==> src/rtl/mc_ctrl_pkg.sv <==
// -----------------------------------------------------------------------------
// mc_ctrl_pkg
// Shared constants for the multicycle MIPS control path:
//   - FSM state encoding (4 bits, also exported on state_o for debug)
//   - opcode and R-type funct field values
//   - ALU control codes and datapath mux select codes
//   - op_supported(): which opcodes the control FSM implements
// Optional feature macro used by the top level: MC_CTRL_PERF_EN.
// -----------------------------------------------------------------------------
package mc_ctrl_pkg;

    // FSM state encoding
    localparam logic [3:0] S_FETCH  = 4'd0;
    localparam logic [3:0] S_DECODE = 4'd1;
    localparam logic [3:0] S_MEMADR = 4'd2;
    localparam logic [3:0] S_MEMRD  = 4'd3;
    localparam logic [3:0] S_MEMWB  = 4'd4;
    localparam logic [3:0] S_MEMWR  = 4'd5;
    localparam logic [3:0] S_RTEX   = 4'd6;
    localparam logic [3:0] S_RTWB   = 4'd7;
    localparam logic [3:0] S_BEQ    = 4'd8;
    localparam logic [3:0] S_ADDIEX = 4'd9;
    localparam logic [3:0] S_ADDIWB = 4'd10;
    localparam logic [3:0] S_JUMP   = 4'd11;

    // Opcodes (IR[31:26])
    localparam logic [5:0] OP_RTYPE = 6'b000000;
    localparam logic [5:0] OP_LW    = 6'b100011;
    localparam logic [5:0] OP_SW    = 6'b101011;
    localparam logic [5:0] OP_BEQ   = 6'b000100;
    localparam logic [5:0] OP_ADDI  = 6'b001000;
    localparam logic [5:0] OP_J     = 6'b000010;

    // R-type funct codes (IR[5:0])
    localparam logic [5:0] FN_ADD = 6'b100000;
    localparam logic [5:0] FN_SUB = 6'b100010;
    localparam logic [5:0] FN_AND = 6'b100100;
    localparam logic [5:0] FN_OR  = 6'b100101;
    localparam logic [5:0] FN_SLT = 6'b101010;

    // ALU control codes
    localparam logic [2:0] ALU_ADD = 3'b010;
    localparam logic [2:0] ALU_SUB = 3'b110;
    localparam logic [2:0] ALU_AND = 3'b000;
    localparam logic [2:0] ALU_OR  = 3'b001;
    localparam logic [2:0] ALU_SLT = 3'b111;

    // ALU operand selects
    localparam logic       SRCA_PC      = 1'b0;
    localparam logic       SRCA_A       = 1'b1;
    localparam logic [1:0] SRCB_B       = 2'b00;
    localparam logic [1:0] SRCB_4       = 2'b01;
    localparam logic [1:0] SRCB_IMM     = 2'b10;
    localparam logic [1:0] SRCB_IMM_SL2 = 2'b11;

    // PC source selects
    localparam logic [1:0] PCSRC_ALU    = 2'b00;
    localparam logic [1:0] PCSRC_ALUOUT = 2'b01;
    localparam logic [1:0] PCSRC_JUMP   = 2'b10;

    function automatic logic op_supported(input logic [5:0] op);
        return (op == OP_LW)   || (op == OP_SW)  || (op == OP_RTYPE) ||
               (op == OP_BEQ)  || (op == OP_ADDI) || (op == OP_J);
    endfunction

endpackage

==> src/rtl/mc_alu_dec.sv <==
// -----------------------------------------------------------------------------
// mc_alu_dec
// Combinational R-type funct decoder.
// Ports:
//   funct     in  6  IR[5:0]
//   alu_ctl   out 3  ALU operation; add for unsupported funct values
//   bad_funct out 1  funct is not one of add/sub/and/or/slt
// -----------------------------------------------------------------------------
module mc_alu_dec (
    input  logic [5:0] funct,
    output logic [2:0] alu_ctl,
    output logic       bad_funct
);
    import mc_ctrl_pkg::*;

    always_comb begin
        alu_ctl   = ALU_ADD;
        bad_funct = 1'b0;
        case (funct)
            FN_ADD:  alu_ctl = ALU_ADD;
            FN_SUB:  alu_ctl = ALU_SUB;
            FN_AND:  alu_ctl = ALU_AND;
            FN_OR:   alu_ctl = ALU_OR;
            FN_SLT:  alu_ctl = ALU_SLT;
            default: bad_funct = 1'b1;
        endcase
    end

endmodule

==> src/rtl/mc_ctrl_fsm.sv <==
// -----------------------------------------------------------------------------
// mc_ctrl_fsm
// Main control FSM of the multicycle MIPS datapath. Sequences register
// enables, mux selects, register-file writes and memory accesses over
// 3-5 cycles per instruction, stretching memory states until mem_ready.
//
// Parameter:
//   MEM_WAIT_MAX  consecutive wait cycles in a memory state before
//                 mem_timeout pulses (0 disables the watchdog)
// Ports:
//   CLK, RST                      clock (rising edge), async active-high reset
//   opcode, funct, zero           IR fields and ALU zero flag
//   mem_ready                     memory finishes the current access
//   mem_req, mem_write, iord      memory request / store / address select
//   ir_en, mdr_en, ab_en,
//   aluout_en, pc_en              datapath register enables
//   pc_src, alu_src_a, alu_src_b,
//   alu_ctl                       datapath selects and ALU operation
//   reg_write, reg_dst, mem_to_reg register file write controls
//   illegal_op, mem_timeout       one-cycle error pulses
//   state_o                       current state, for debug
// Optional feature (macro MC_CTRL_PERF_EN):
//   cycle_cnt, instr_cnt          free-running cycle and retired-instruction
//                                 counters, both wrapping modulo 2^32
// -----------------------------------------------------------------------------
module mc_ctrl_fsm #(
    parameter int MEM_WAIT_MAX = 15
) (
    input  logic        CLK,
    input  logic        RST,
    input  logic [5:0]  opcode,
    input  logic [5:0]  funct,
    input  logic        zero,
    input  logic        mem_ready,
    output logic        mem_req,
    output logic        mem_write,
    output logic        iord,
    output logic        ir_en,
    output logic        mdr_en,
    output logic        ab_en,
    output logic        aluout_en,
    output logic        pc_en,
    output logic [1:0]  pc_src,
    output logic        alu_src_a,
    output logic [1:0]  alu_src_b,
    output logic [2:0]  alu_ctl,
    output logic        reg_write,
    output logic        reg_dst,
    output logic        mem_to_reg,
    output logic        illegal_op,
    output logic        mem_timeout,
    output logic [3:0]  state_o
`ifdef MC_CTRL_PERF_EN
    ,
    output logic [31:0] cycle_cnt,
    output logic [31:0] instr_cnt
`endif
);
    import mc_ctrl_pkg::*;

    // Watchdog counter wide enough to hold MEM_WAIT_MAX (saturation value).
    localparam int CW = (MEM_WAIT_MAX > 0) ? $clog2(MEM_WAIT_MAX + 1) : 1;
    localparam logic [CW-1:0] WAIT_SAT  = CW'(MEM_WAIT_MAX);
    localparam logic [CW-1:0] WAIT_LAST = CW'((MEM_WAIT_MAX > 0) ? MEM_WAIT_MAX - 1 : 0);

    logic [3:0]    state;
    logic [3:0]    state_nxt;
    logic [CW-1:0] wait_cnt;
    logic          waiting;
    logic          timeout_raw;
    logic [2:0]    rt_alu_ctl;
    logic          rt_bad_funct;

    mc_alu_dec u_alu_dec (
        .funct     (funct),
        .alu_ctl   (rt_alu_ctl),
        .bad_funct (rt_bad_funct)
    );

    always_ff @(posedge CLK or posedge RST) begin
        if (RST) state <= S_FETCH;
        else     state <= state_nxt;
    end

    always_comb begin
        state_nxt = state;
        case (state)
            S_FETCH:  if (mem_ready) state_nxt = S_DECODE;
            S_DECODE: begin
                case (opcode)
                    OP_LW, OP_SW: state_nxt = S_MEMADR;
                    OP_RTYPE:     state_nxt = S_RTEX;
                    OP_BEQ:       state_nxt = S_BEQ;
                    OP_ADDI:      state_nxt = S_ADDIEX;
                    OP_J:         state_nxt = S_JUMP;
                    default:      state_nxt = S_FETCH;
                endcase
            end
            S_MEMADR: state_nxt = (opcode == OP_LW) ? S_MEMRD : S_MEMWR;
            S_MEMRD:  if (mem_ready) state_nxt = S_MEMWB;
            S_MEMWB:  state_nxt = S_FETCH;
            S_MEMWR:  if (mem_ready) state_nxt = S_FETCH;
            S_RTEX:   state_nxt = S_RTWB;
            S_RTWB:   state_nxt = S_FETCH;
            S_BEQ:    state_nxt = S_FETCH;
            S_ADDIEX: state_nxt = S_ADDIWB;
            S_ADDIWB: state_nxt = S_FETCH;
            S_JUMP:   state_nxt = S_FETCH;
            default:  state_nxt = S_FETCH;  // recover from unused encodings
        endcase
    end

    // A memory state never changes while mem_ready is low, so clearing the
    // counter whenever we are not waiting also covers every state change.
    assign waiting = ((state == S_FETCH) || (state == S_MEMRD) || (state == S_MEMWR))
                     && !mem_ready;

    always_ff @(posedge CLK or posedge RST) begin
        if (RST)                     wait_cnt <= '0;
        else if (!waiting)           wait_cnt <= '0;
        else if (wait_cnt != WAIT_SAT) wait_cnt <= wait_cnt + CW'(1);
    end

    // Pulse on the MEM_WAIT_MAX-th consecutive wait cycle; the counter then
    // sits at saturation so the pulse cannot repeat within the same stall.
    assign timeout_raw = (MEM_WAIT_MAX != 0) && waiting && (wait_cnt == WAIT_LAST);

    always_comb begin
        mem_req     = 1'b0;
        mem_write   = 1'b0;
        iord        = 1'b0;
        ir_en       = 1'b0;
        mdr_en      = 1'b0;
        ab_en       = 1'b0;
        aluout_en   = 1'b0;
        pc_en       = 1'b0;
        pc_src      = PCSRC_ALU;
        alu_src_a   = SRCA_PC;
        alu_src_b   = SRCB_B;
        alu_ctl     = ALU_ADD;
        reg_write   = 1'b0;
        reg_dst     = 1'b0;
        mem_to_reg  = 1'b0;
        illegal_op  = 1'b0;
        mem_timeout = timeout_raw;
        case (state)
            S_FETCH: begin
                mem_req   = 1'b1;
                alu_src_b = SRCB_4;
                ir_en     = mem_ready;
                pc_en     = mem_ready;
            end
            S_DECODE: begin
                // Speculatively compute the branch target into ALUOut.
                ab_en      = 1'b1;
                aluout_en  = 1'b1;
                alu_src_b  = SRCB_IMM_SL2;
                illegal_op = !op_supported(opcode);
            end
            S_MEMADR: begin
                alu_src_a = SRCA_A;
                alu_src_b = SRCB_IMM;
                aluout_en = 1'b1;
            end
            S_MEMRD: begin
                mem_req = 1'b1;
                iord    = 1'b1;
                mdr_en  = mem_ready;
            end
            S_MEMWB: begin
                reg_write  = 1'b1;
                mem_to_reg = 1'b1;
            end
            S_MEMWR: begin
                mem_req   = 1'b1;
                mem_write = 1'b1;
                iord      = 1'b1;
            end
            S_RTEX: begin
                alu_src_a  = SRCA_A;
                alu_src_b  = SRCB_B;
                alu_ctl    = rt_alu_ctl;
                aluout_en  = 1'b1;
                illegal_op = rt_bad_funct;
            end
            S_RTWB: begin
                reg_write = 1'b1;
                reg_dst   = 1'b1;
            end
            S_BEQ: begin
                alu_src_a = SRCA_A;
                alu_src_b = SRCB_B;
                alu_ctl   = ALU_SUB;
                pc_src    = PCSRC_ALUOUT;
                pc_en     = zero;
            end
            S_ADDIEX: begin
                alu_src_a = SRCA_A;
                alu_src_b = SRCB_IMM;
                aluout_en = 1'b1;
            end
            S_ADDIWB: begin
                reg_write = 1'b1;
            end
            S_JUMP: begin
                pc_src = PCSRC_JUMP;
                pc_en  = 1'b1;
            end
            default: ;
        endcase
        // The state already sits in FETCH during reset; mask the strobes so
        // nothing is written or requested until reset is released.
        if (RST) begin
            mem_req     = 1'b0;
            mem_write   = 1'b0;
            ir_en       = 1'b0;
            mdr_en      = 1'b0;
            ab_en       = 1'b0;
            aluout_en   = 1'b0;
            pc_en       = 1'b0;
            reg_write   = 1'b0;
            illegal_op  = 1'b0;
            mem_timeout = 1'b0;
        end
    end

    assign state_o = state;

`ifdef MC_CTRL_PERF_EN
    // An instruction retires whenever the FSM re-enters FETCH from any
    // other state (only terminal states and illegal DECODE can do that).
    always_ff @(posedge CLK or posedge RST) begin
        if (RST) begin
            cycle_cnt <= '0;
            instr_cnt <= '0;
        end else begin
            cycle_cnt <= cycle_cnt + 32'd1;
            if ((state != S_FETCH) && (state_nxt == S_FETCH))
                instr_cnt <= instr_cnt + 32'd1;
        end
    end
`endif

endmodule
==> config.mk <==
export PLATFORM = sky130hd
export DESIGN_NAME = mc_ctrl_fsm
export DESIGN_NICKNAME = d
export VERILOG_FILES = /design/src/rtl/mc_ctrl_pkg.sv /design/src/rtl/mc_alu_dec.sv /design/src/rtl/mc_ctrl_fsm.sv
export SDC_FILE = /design/constraint.sdc
export NUM_CORES = 1
export LEC_CHECK = 0
export CAP_MARGIN = 15
export CORE_MARGIN = 2
export CORE_UTILIZATION = 38
export CTS_CLUSTER_SIZE = 40
export DETAILED_ROUTE_END_ITERATION = 6
export GPL_ROUTABILITY_DRIVEN = 0
export GPL_TIMING_DRIVEN = 0
export HOLD_SLACK_MARGIN = 0.08
export PLACE_DENSITY = 0.76
export SLEW_MARGIN = 10
export SYNTH_ARGS = -nofsm -noshare
export SYNTH_HDL_FRONTEND = slang
export SYNTH_HIERARCHICAL = 1
export SYNTH_SLANG_ARGS = --single-unit
==> constraint.sdc <==
create_clock -name CLK -period 1.2 [get_ports CLK]
set_input_delay 0.12 -clock CLK [delete_from_list [all_inputs] [get_ports CLK]]
set_output_delay 0.12 -clock CLK [all_outputs]
set_load 0.05 [all_outputs]
==> metrics.csv, run 1 <==
metric,value,unit
run_status,"finished, violations left",
violations,setup timing,
async_reset_ff_share,100.0,%
rsz0062_at_grt,yes,
worstPathArrival,1610,ps
avgSynthCellArea,8.016,um^2
cp-end-kind,primary output,
min_path_type,in2reg,
drtPass1Iterations,7,
cts_sinks,8,
final_cells,211,
worstRegToRegCells,6,
yosys-top-cells-area,"dfrtp_1 (21%), nand2b_1 (5.3%), a21oi_1 (4.8%), mux2i_1 (4.2%), nand3_1 (4.2%)",
period_needed,1730,ps
grt_max_degree,11,
syn_inst,118,
synth_edf_count,0,
clock_latency,260,ps
drt_iter0_drc,19,
initial_core_util,39.25,%
diodes,0,
antenna_found_initial,0,
finalHoldViolations,0,
layout_setup_ws,-529.6,ps
r2r_setup_slack,-340,ps
hpwl,2201,um
ioPinCount,41,
hold_path_end,wait_cnt[0]$_DFFE_PP0P_,
synth_area_leader_cell,dfrtp_1,
postSynthNetCount,136,
cts_buffer_depth,2,
drive_above_1_share,58.56,%
cp_max_fo,10,
worstPathCellList,"buf_8, buf_12, nor4_4, o311ai_1, nand2_2, buf_8",
synthFlopType,dfrtp_1,
design.die.area,2904,um^2
ys_warn_count,6,
die_w,53.89,um
critPathLaunchType,flip-flop,
slowest_stage,dfrtp_2,
final_nets,200,
crit-reg2reg-launch,state_o[0]$_DFFE_PP0P_,
detail_route.vias_per_cell,5.905,
root_buffer,clkbuf_4,
wl_per_cell,18.47,um
drv_cap,0,
synthDistinctLibCells,45,
drc,0,
ys_ff_latch,8,
cts-buffers-inserted,3,
cts_tree,yes,
tightest_slew,482.8,ps
slowest_delay,420,ps
power,0.002613,W
grt_pass1_vias,1151,
rows,18,
synthesis.area,945.9,um^2
fp.dieH,53.89,um
power_density,1307,nW/um^2
cp_common_cell,buf_8,
final_util,82.97,%
core_area,2410,um^2
path_clk_slew,70,ps
track_usage,25.73,%
slew_headroom,67.94,%
dp_cells,186,
grt_pass1_wl,5547,um
max_freq,0.5782,GHz
r2r_end,wait_cnt[3]$_DFFE_PP0P_,
portBuffers,38,
finalSetupViolations,30,
htree_levels,1,
grt_overflow,0,
hold_depth,2,
peakVddDrop,1.144,mV
area_growth,111.4,%
clock_skew,7.212,ps
ys_seq_area_share,21.16,%
min-delay-start,mem_ready,
p_leak,0.8721,nW
final-max-slew-violation-count,0,
totalWireLength,3898,um
synth_top_cell_area_share,21.16,%
period_share,144.1,%
dp_worst_setup_slack,-1100,ps
dr_total_vias,1246,
path_class,reg2out,
ant_nets,0,
cp.required,1080,ps
## sequential cells by signal, summed over array words and instances, names as in the netlist
register and cells:
state_o 4, wait_cnt 4
## per-stage QoR
stage | instance area, um^2 | TNS (ps) | hold WS [ps]
finish | 1999 | -9962 | 176.5
floorplan | 1135 | -10230 | 198.9
detailed placement | 1553 | -18620 | 290.1
global placement | 1553 | -17940 | 276.4
CTS | 1837 | -8673 | 153.6
global route | 1999 | -11250 | 178.8
## worst max-delay path, delay by kind of cell (launching register included)
kind                   cells  cell delay (ps)
buffers and inverters      3              440
DFF                        1              420
and+or+nand+nor            2              320
AOI/OAI and AO/OA          1              160
## layout make-up
type / instances / area, um^2
multi-input combinational: 98 / 982.2
timing repair buffer: 59 / 624.3
fill: 131 / 410.4
sequential: 8 / 205.2
buffer: 8 / 108.9
tap: 30 / 37.54
clock buffer: 4 / 26.28
inverter: 4 / 15.01
## synth_stat cells (2+ instances only)
| library cell | n |
|---|---|
| dfrtp_1 | 8 |
| and4bb_1 | 2 |
| buf_2 | 5 |
| nand3_1 | 8 |
| a31oi_1 | 2 |
| nor3_1 | 5 |
| o21ai_0 | 2 |
| nor3_2 | 3 |
| inv_1 | 4 |
| nand2_1 | 8 |
| ha_1 | 2 |
| o311ai_1 | 2 |
| buf_4 | 3 |
| o211a_1 | 2 |
| mux2i_1 | 4 |
| a21o_1 | 2 |
| xnor2_1 | 2 |
| a21oi_1 | 9 |
| nor4_1 | 2 |
| xor2_1 | 2 |
| nor2_1 | 10 |
| nand2b_1 | 8 |
## placed cells by master (no fill, tap or decap), types with 3 or more instances in the layout
| cell type | netlist | routed |
|---|---|---|
| buf_6 | 0 | 21 |
| buf_2 | 5 | 4 |
| nor4_4 | 1 | 3 |
| nand2b_4 | 0 | 4 |
| dlygate4sd2_1 | 0 | 4 |
| clkbuf_4 | 0 | 3 |
| a21oi_2 | 0 | 4 |
| clkdlybuf4s50_1 | 0 | 8 |
| nor2_1 | 10 | 6 |
| inv_1 | 4 | 4 |
| a21oi_1 | 9 | 4 |
| nand3_1 | 8 | 6 |
| dfrtp_1 | 8 | 4 |
| nor3_4 | 0 | 5 |
| nand2b_1 | 8 | 4 |
| nand2_1 | 8 | 4 |
| dfrtp_2 | 0 | 4 |
| buf_8 | 0 | 7 |
| nor2_4 | 0 | 3 |
| buf_4 | 3 | 15 |
## metal layers
metal / routed length (um) / vias up / GRT usage (%) / share of wire, %
met5: 0 / - / 0 / 0
li1: - / 567 / - / -
met3: 199 / 10 / 3.889 / 5.1
met4: 76 / 0 / 4.274 / 1.9
met1: 1640 / 614 / 33.90 / 42
met2: 1981 / 55 / 44.72 / 51
## report_power, final
group          total (W)  switching, W  internal [W]
logic            0.00199       0.00112      0.000867
clock network   0.000236      0.000108      0.000128
registers       0.000386     0.0000702      0.000316
total            0.00261       0.00130       0.00131
## cell families after synthesis
kind of cell | count (synthesis) | share of synthesized area (%)
AO/OA/AOI/OAI | 27 | 19.84
XOR/XNOR | 4 | 3.704
adder cells (fa/ha/maj) | 2 | 2.645
buffers and inverters | 12 | 6.613
flip-flops | 8 | 21.16
multiplexers | 5 | 5.423
AND/OR/NAND/NOR | 60 | 40.61
## worst max path at each step
stage / from / to / slack, ps / cells past startpoint
after CTS: state_o[2]$_DFFE_PP0P_ / mdr_en / -510 / 5
final: state_o[2]$_DFFE_PP0P_ / illegal_op / -530 / 6
after detailed placement: opcode[3] / illegal_op / -1100 / 6
after global routing: state_o[1]$_DFFE_PP0P_ / illegal_op / -590 / 6
after floorplan: state_o[2]$_DFFE_PP0P_ / illegal_op / -860 / 5
after global placement: opcode[1] / illegal_op / -1070 / 6
## repair_timing
action | CTS | global route
buffers inserted | 11 | 8
pin swaps | 10 | 9
endpoints found under the setup margin | 32 | 30
endpoints found under the hold margin | 8 | 0
hold buffers | 1 | 0
gates resized for setup | 185 | 22
gates cloned | 1 | 1
Power figures use the tool's default switching activity.
==> inputs of run 2 (changes only) <==
==> constraint.sdc (replaced) <==
create_clock -name CLK -period 1.2 [get_ports CLK]
set_input_delay 0.12 -clock CLK [delete_from_list [all_inputs] [get_ports CLK]]
set_output_delay 0.12 -clock CLK [all_outputs]
set_load 0.02 [all_outputs]
==> metrics.csv, run 2 (synthesis results as in run 1) <==
metric,value,unit,change
grt_overflow,0,,unchanged
seqPwrFrac,15.9,%,was 14.8%
r2r_end,wait_cnt[3]$_DFFE_PP0P_,,unchanged
initial_core_util,39.25,%,unchanged
cp.required,1080,ps,about the same
rsz0062_at_grt,yes,,unchanged
max_freq,0.5749,GHz,was 0.5782 GHz
fp.dieH,53.89,um,unchanged
cts-buffers-inserted,3,,unchanged
ant_nets,0,,unchanged
final_util,80.37,%,was 82.97%
r2r_setup_slack,-340,ps,about the same
period_needed,1739,ps,was 1730 ps
die_w,53.89,um,unchanged
violations,setup timing,,unchanged
final_nets,206,,was 200
grt_max_degree,11,,unchanged
fillers,139,,was 131
root_buffer,clkbuf_4,,unchanged
critPathLaunchType,flip-flop,,unchanged
drtPass1Iterations,4,,was 7
crit_path_start,state_o[2]$_DFFE_PP0P_,,unchanged
min_path_type,in2reg,,unchanged
peakVddDrop,1.028,mV,was 1.144 mV
grt_pass1_vias,1154,,"was 1,151"
worstPathArrival,1620,ps,was 1610 ps
rows,18,,unchanged
path_class,reg2out,,unchanged
grt_pass1_wl,5430,um,was 5547 um
drt_iter0_drc,40,,was 19
hold_ws,163.3,ps,was 176.5 ps
antenna_found_initial,0,,unchanged
tightest_slew,354.0,ps,was 482.8 ps
p_comb_share,74.0,%,was 76.2%
period_share,144.9,%,was 144.1%
power_density,1223,nW/um^2,was 1307 nW/um^2
detail_route.vias_per_cell,5.599,,was 5.905
finalHoldViolations,0,,unchanged
drv_cap,0,,unchanged
cts_buffer_depth,2,,unchanged
slew_headroom,75.89,%,was 67.94%
path_clk_slew,70,ps,about the same
final-max-slew-violation-count,0,,unchanged
multiInputGateArea,937.1,um^2,was 982.2 um^2
internal-power,0.001324,W,was 0.001311 W
cts_tree,yes,,unchanged
htree_levels,1,,unchanged
crit-reg2reg-launch,state_o[0]$_DFFE_PP0P_,,unchanged
worstRegToRegCells,6,,unchanged
design.die.area,2904,um^2,unchanged
p_leak,0.8289,nW,was 0.8721 nW
dp_cells,186,,unchanged
ff_latch_area,205.2,um^2,unchanged
wl_per_cell,18.35,um,was 18.47 um
portBuffers,38,,unchanged
hpwl,2113,um,was 2201 um
cp_max_fo,5,,was 10
clock_power_share,10.2,%,was 9.1%
clock_latency,270,ps,was 260 ps
area_growth,104.8,%,was 111.4%
ioPinCount,41,,unchanged
finalSetupViolations,29,,was 30
crit_path_end,illegal_op,,unchanged
drive_above_1_share,59.36,%,was 58.56%
core_area,2410,um^2,unchanged
run_status,"finished, violations left",,unchanged
cts_sinks,8,,unchanged
drc,0,,unchanged
dr_total_vias,1215,,"was 1,246"
diodes,0,,unchanged
cp-end-kind,primary output,,unchanged
dp_worst_setup_slack,-869.7,ps,was -1100 ps
clock_skew,9.680,ps,was 7.212 ps
netSwitchingFraction,44.11,%,was 49.83%
final_cells,217,,was 211
power,0.002368,W,was 0.002613 W
mostFrequentLayoutCells,"buf_6 (23), buf_4 (23), clkdlybuf4s50_1 (10)",,"was buf_6 (21), buf_4 (15), clkdlybuf4s50_1 (8)"
totalWireLength,3981,um,was 3898 um
layout_setup_ws,-539.4,ps,was -529.6 ps
track_usage,26.73,%,was 25.73%
power_switching,0.001045,W,was 0.001302 W
## run 2: critical path, cell delays in order (launching register included)
cell      delay (ps)
dfrtp_2          430
buf_6            140
buf_8            130
nor4_4           250
o311ai_2         160
nand2_1          120
buf_6            120
## run 2: stage by stage
step,TNS (ps),area [um^2]
after floorplan,-2922,1044
after global placement,-13300,1461
after detailed placement,-13880,1461
after CTS,-8254,1812
after global routing,-11340,1937
final,-9890,1937
## run 2: worst min-delay path by stage
stage	to	from	depth (start not counted)	slack, ps
5_1_grt	wait_cnt[0]$_DFFE_PP0P_	mem_ready	2	160
3_5_place_dp	wait_cnt[3]$_DFFE_PP0P_	RST	2	240
3_3_place_gp	wait_cnt[3]$_DFFE_PP0P_	RST	2	250
4_1_cts	wait_cnt[0]$_DFFE_PP0P_	mem_ready	2	120
2_1_floorplan	wait_cnt[0]$_DFFE_PP0P_	RST	2	170
6_report	wait_cnt[0]$_DFFE_PP0P_	mem_ready	2	160
## run 2: final cells by class
type                            instances  area share (%)
Sequential cell                         8           10.59
Tap cell                               30           1.938
Buffer                                  8           5.168
Multi-Input combinational cell         98           48.38
Clock buffer                            4           1.357
Inverter                                4          0.7752
Timing Repair Buffer                   65           31.78
## run 2: power by group through the flow
stage               logic [W]  clock network [W]  registers [W]
CTS                   0.00148           0.000246       0.000366
global placement      0.00106                  0       0.000377
detailed placement    0.00107                  0       0.000380
finish                0.00175           0.000240       0.000375
global route          0.00184           0.000259       0.000383
floorplan            0.000677                  0       0.000396
## run 2: what timing repair did
item | 4_1_cts | 5_1_grt
hold buffers | 1 | 0
endpoints found under the setup margin | 32 | 30
setup buffers | 19 | 7
gates cloned | 1 | 0
pin swaps | 14 | 8
resized for setup | 166 | 20
hold endpoints to repair | 8 | 0
## run 2: layer usage
metal,share of wire (%),wire length (um),GRT usage (%),vias to the layer above
met3,5.1,204,4.444,6
met1,42,1686,31.22,592
met4,1.1,42,11.11,0
met2,51,2048,47.76,44
li1,-,-,-,573
met5,0,0,0,-
==> inputs of run 3 (changes only) <==
Settings changed: CORE_UTILIZATION 38 to 50, CTS_CLUSTER_DIAMETER set to 50, DONT_BUFFER_PORTS set to 1, PLACE_DENSITY 0.76 to 0.68.
==> metrics.csv, run 3 (synthesis results as in run 1) <==
metric,value,unit,change
portBuffers,0,,was 38
run_status,"finished, violations left",,unchanged
violations,setup timing,,unchanged
p_leak,0.6179,nW,was 0.8289 nW
r2r_setup_slack,-520,ps,was -340 ps
cts_sinks,8,,unchanged
cp-end-kind,primary output,,unchanged
finalHoldViolations,0,,unchanged
htree_levels,1,,unchanged
hpwl,1756,um,was 2113 um
final_common_cell,buf_6,,
crit_path_start,state_o[1]$_DFFE_PP0P_,,was state_o[2]$_DFFE_PP0P_
hold_path_end,state_o[0]$_DFFE_PP0P_,,was wait_cnt[0]$_DFFE_PP0P_
wl_per_cell,24.95,um,was 18.35 um
worstPathArrival,1780,ps,was 1620 ps
drtPass1Iterations,4,,unchanged
hold_depth,3,,was 2
max_freq,0.5256,GHz,was 0.5749 GHz
rows,15,,was 18
core_area,1745,um^2,was 2410 um^2
min-delay-start,opcode[0],,was mem_ready
path_clk_slew,60,ps,was 70 ps
worstPathCellList,"buf_6, nor4_4, o311ai_2, nand2_2",,"was buf_6, buf_8, nor4_4, o311ai_2, nand2_1, buf_6"
period_needed,1903,ps,was 1739 ps
grt_overflow,0,,unchanged
grt_max_degree,11,,unchanged
detail_route.vias_per_cell,6.940,,was 5.599
critPathLaunchType,flip-flop,,unchanged
tightest_slew,445.4,ps,was 354.0 ps
area_growth,68.39,%,was 104.8%
diodes,0,,unchanged
drive_above_1_share,59.15,%,was 59.36%
ioPinCount,41,,unchanged
finalSetupViolations,29,,unchanged
antenna_found_initial,0,,unchanged
crit-reg2reg-launch,state_o[1]$_DFFE_PP0P_,,was state_o[0]$_DFFE_PP0P_
multiInputGateArea,1002,um^2,was 937.1 um^2
track_usage,34.25,%,was 26.73%
dr_total_vias,1159,,"was 1,215"
final_cells,167,,was 217
cp.required,1080,ps,about the same
fillers,66,,was 139
layout_setup_ws,-702.5,ps,was -539.4 ps
cts_tree,yes,,unchanged
final_util,91.25,%,was 80.37%
worstRegToRegCells,8,,was 6
cts_buffer_depth,2,,unchanged
root_buffer,clkbuf_4,,unchanged
ant_nets,0,,unchanged
min_path_type,in2reg,,unchanged
drc,0,,unchanged
die_w,47.50,um,was 53.89 um
path_class,reg2out,,unchanged
cp_max_fo,4,,was 5
initial_core_util,54.19,%,was 39.25%
design.die.area,2256,um^2,was 2904 um^2
drt_iter0_drc,50,,was 40
grt_pass1_vias,1089,,"was 1,154"
clock_latency,250,ps,was 270 ps
period_share,158.5,%,was 144.9%
clock_skew,7.723,ps,was 9.680 ps
slowest_stage,dfrtp_2,,unchanged
ff_latch_area,205.2,um^2,unchanged
slowest_delay,500,ps,was 430 ps
slew_headroom,70.09,%,was 75.89%
final-max-slew-violation-count,0,,unchanged
drv_cap,0,,unchanged
r2r_end,state_o[0]$_DFFE_PP0P_,,was wait_cnt[3]$_DFFE_PP0P_
grt_pass1_wl,5175,um,was 5430 um
rsz0062_at_grt,yes,,unchanged
final_nets,162,,was 206
totalWireLength,4166,um,was 3981 um
mostFrequentLayoutCells,"buf_6 (15), nand3_1 (7), buf_4 (7)",,"was buf_6 (23), buf_4 (23), clkdlybuf4s50_1 (10)"
peakVddDrop,1.065,mV,was 1.028 mV
fp.dieH,47.50,um,was 53.89 um
cts-buffers-inserted,3,,unchanged
dp_cells,143,,was 186
power_density,1320,nW/um^2,was 1223 nW/um^2
[run 3: cell count changes in the layout (fill, tap and decap cells not counted), moves of 2 or more]
| cell | delta |
|---|---|
| a21oi_4 | +4 |
| dlygate4sd2_1 | -4 |
| clkdlybuf4s50_1 | -10 |
| a21oi_2 | -3 |
| nand2_1 | -3 |
| nor2_1 | -2 |
| nand2_2 | +2 |
| clkdlybuf4s15_2 | -3 |
| buf_6 | -8 |
| buf_2 | -3 |
| buf_4 | -16 |
[run 3: area by class of cell]
| type | count | share of cell area, % |
|---|---|---|
| Timing Repair Buffer | 21 | 14.06 |
| Inverter | 4 | 0.9427 |
| Multi-Input combinational cell | 98 | 62.92 |
| Sequential cell | 8 | 12.88 |
| Buffer | 8 | 5.813 |
| Clock buffer | 3 | 1.414 |
| Tap cell | 25 | 1.964 |
[run 3: per-layer routing]
| layer | vias up | global-route usage [%] | routed length, um | part of all wire (%) |
|---|---|---|---|---|
| met5 | - | 0 | 0 | 0 |
| met4 | 0 | 15.00 | 232 | 5.6 |
| met3 | 32 | 6.415 | 345 | 8.3 |
| met2 | 85 | 64.59 | 2123 | 51 |
| met1 | 547 | 36.58 | 1464 | 35 |
| li1 | 495 | - | - | - |
[run 3: what timing repair did]
item / CTS / global route
pin swaps: 26 / 9
buffers inserted: 20 / 3
hold buffers: 1 / 0
resized for setup: 58 / 17
endpoints found under the hold margin: 8 / 0
endpoints found under the setup margin: 28 / 29
[run 3: through the flow]
stage	TNS [ps]	total power (W)	area [um^2]	setup WS, ps	hold WS (ps)
finish	-14110	0.002103	1593	-702.5	134.7
global route	-14940	0.002166	1593	-748.3	114.8
CTS	-12760	0.001854	1520	-685.9	82.94
detailed placement	-5375	0.001183	1075	-544.3	242.2
global placement	-5083	0.001170	1075	-549.8	244.3
floorplan	-2922	0.001073	1044	-351.0	168.8
[run 3: power breakdown]
part	internal, W	total [W]	switching, W	leakage, nW
logic	0.000653	0.00146	0.000808	0.502
clock network	0.000115	0.000214	0.0000994	0.0138
registers	0.000315	0.000427	0.000112	0.102
[run 3: worst max-delay path: cells and delay by family, from the launching register on]
kind / cells / cell delay, ps
buffers and inverters: 1 / 170
AOI/OAI and AO/OA: 1 / 230
DFF: 1 / 500
and+or+nand+nor: 2 / 630
[run 3: how the worst max path moves through the flow]
stage / to / slack, ps
finish: illegal_op / -700
CTS: illegal_op / -690
detailed placement: illegal_op / -540
global placement: illegal_op / -550
global route: illegal_op / -750
floorplan: illegal_op / -350
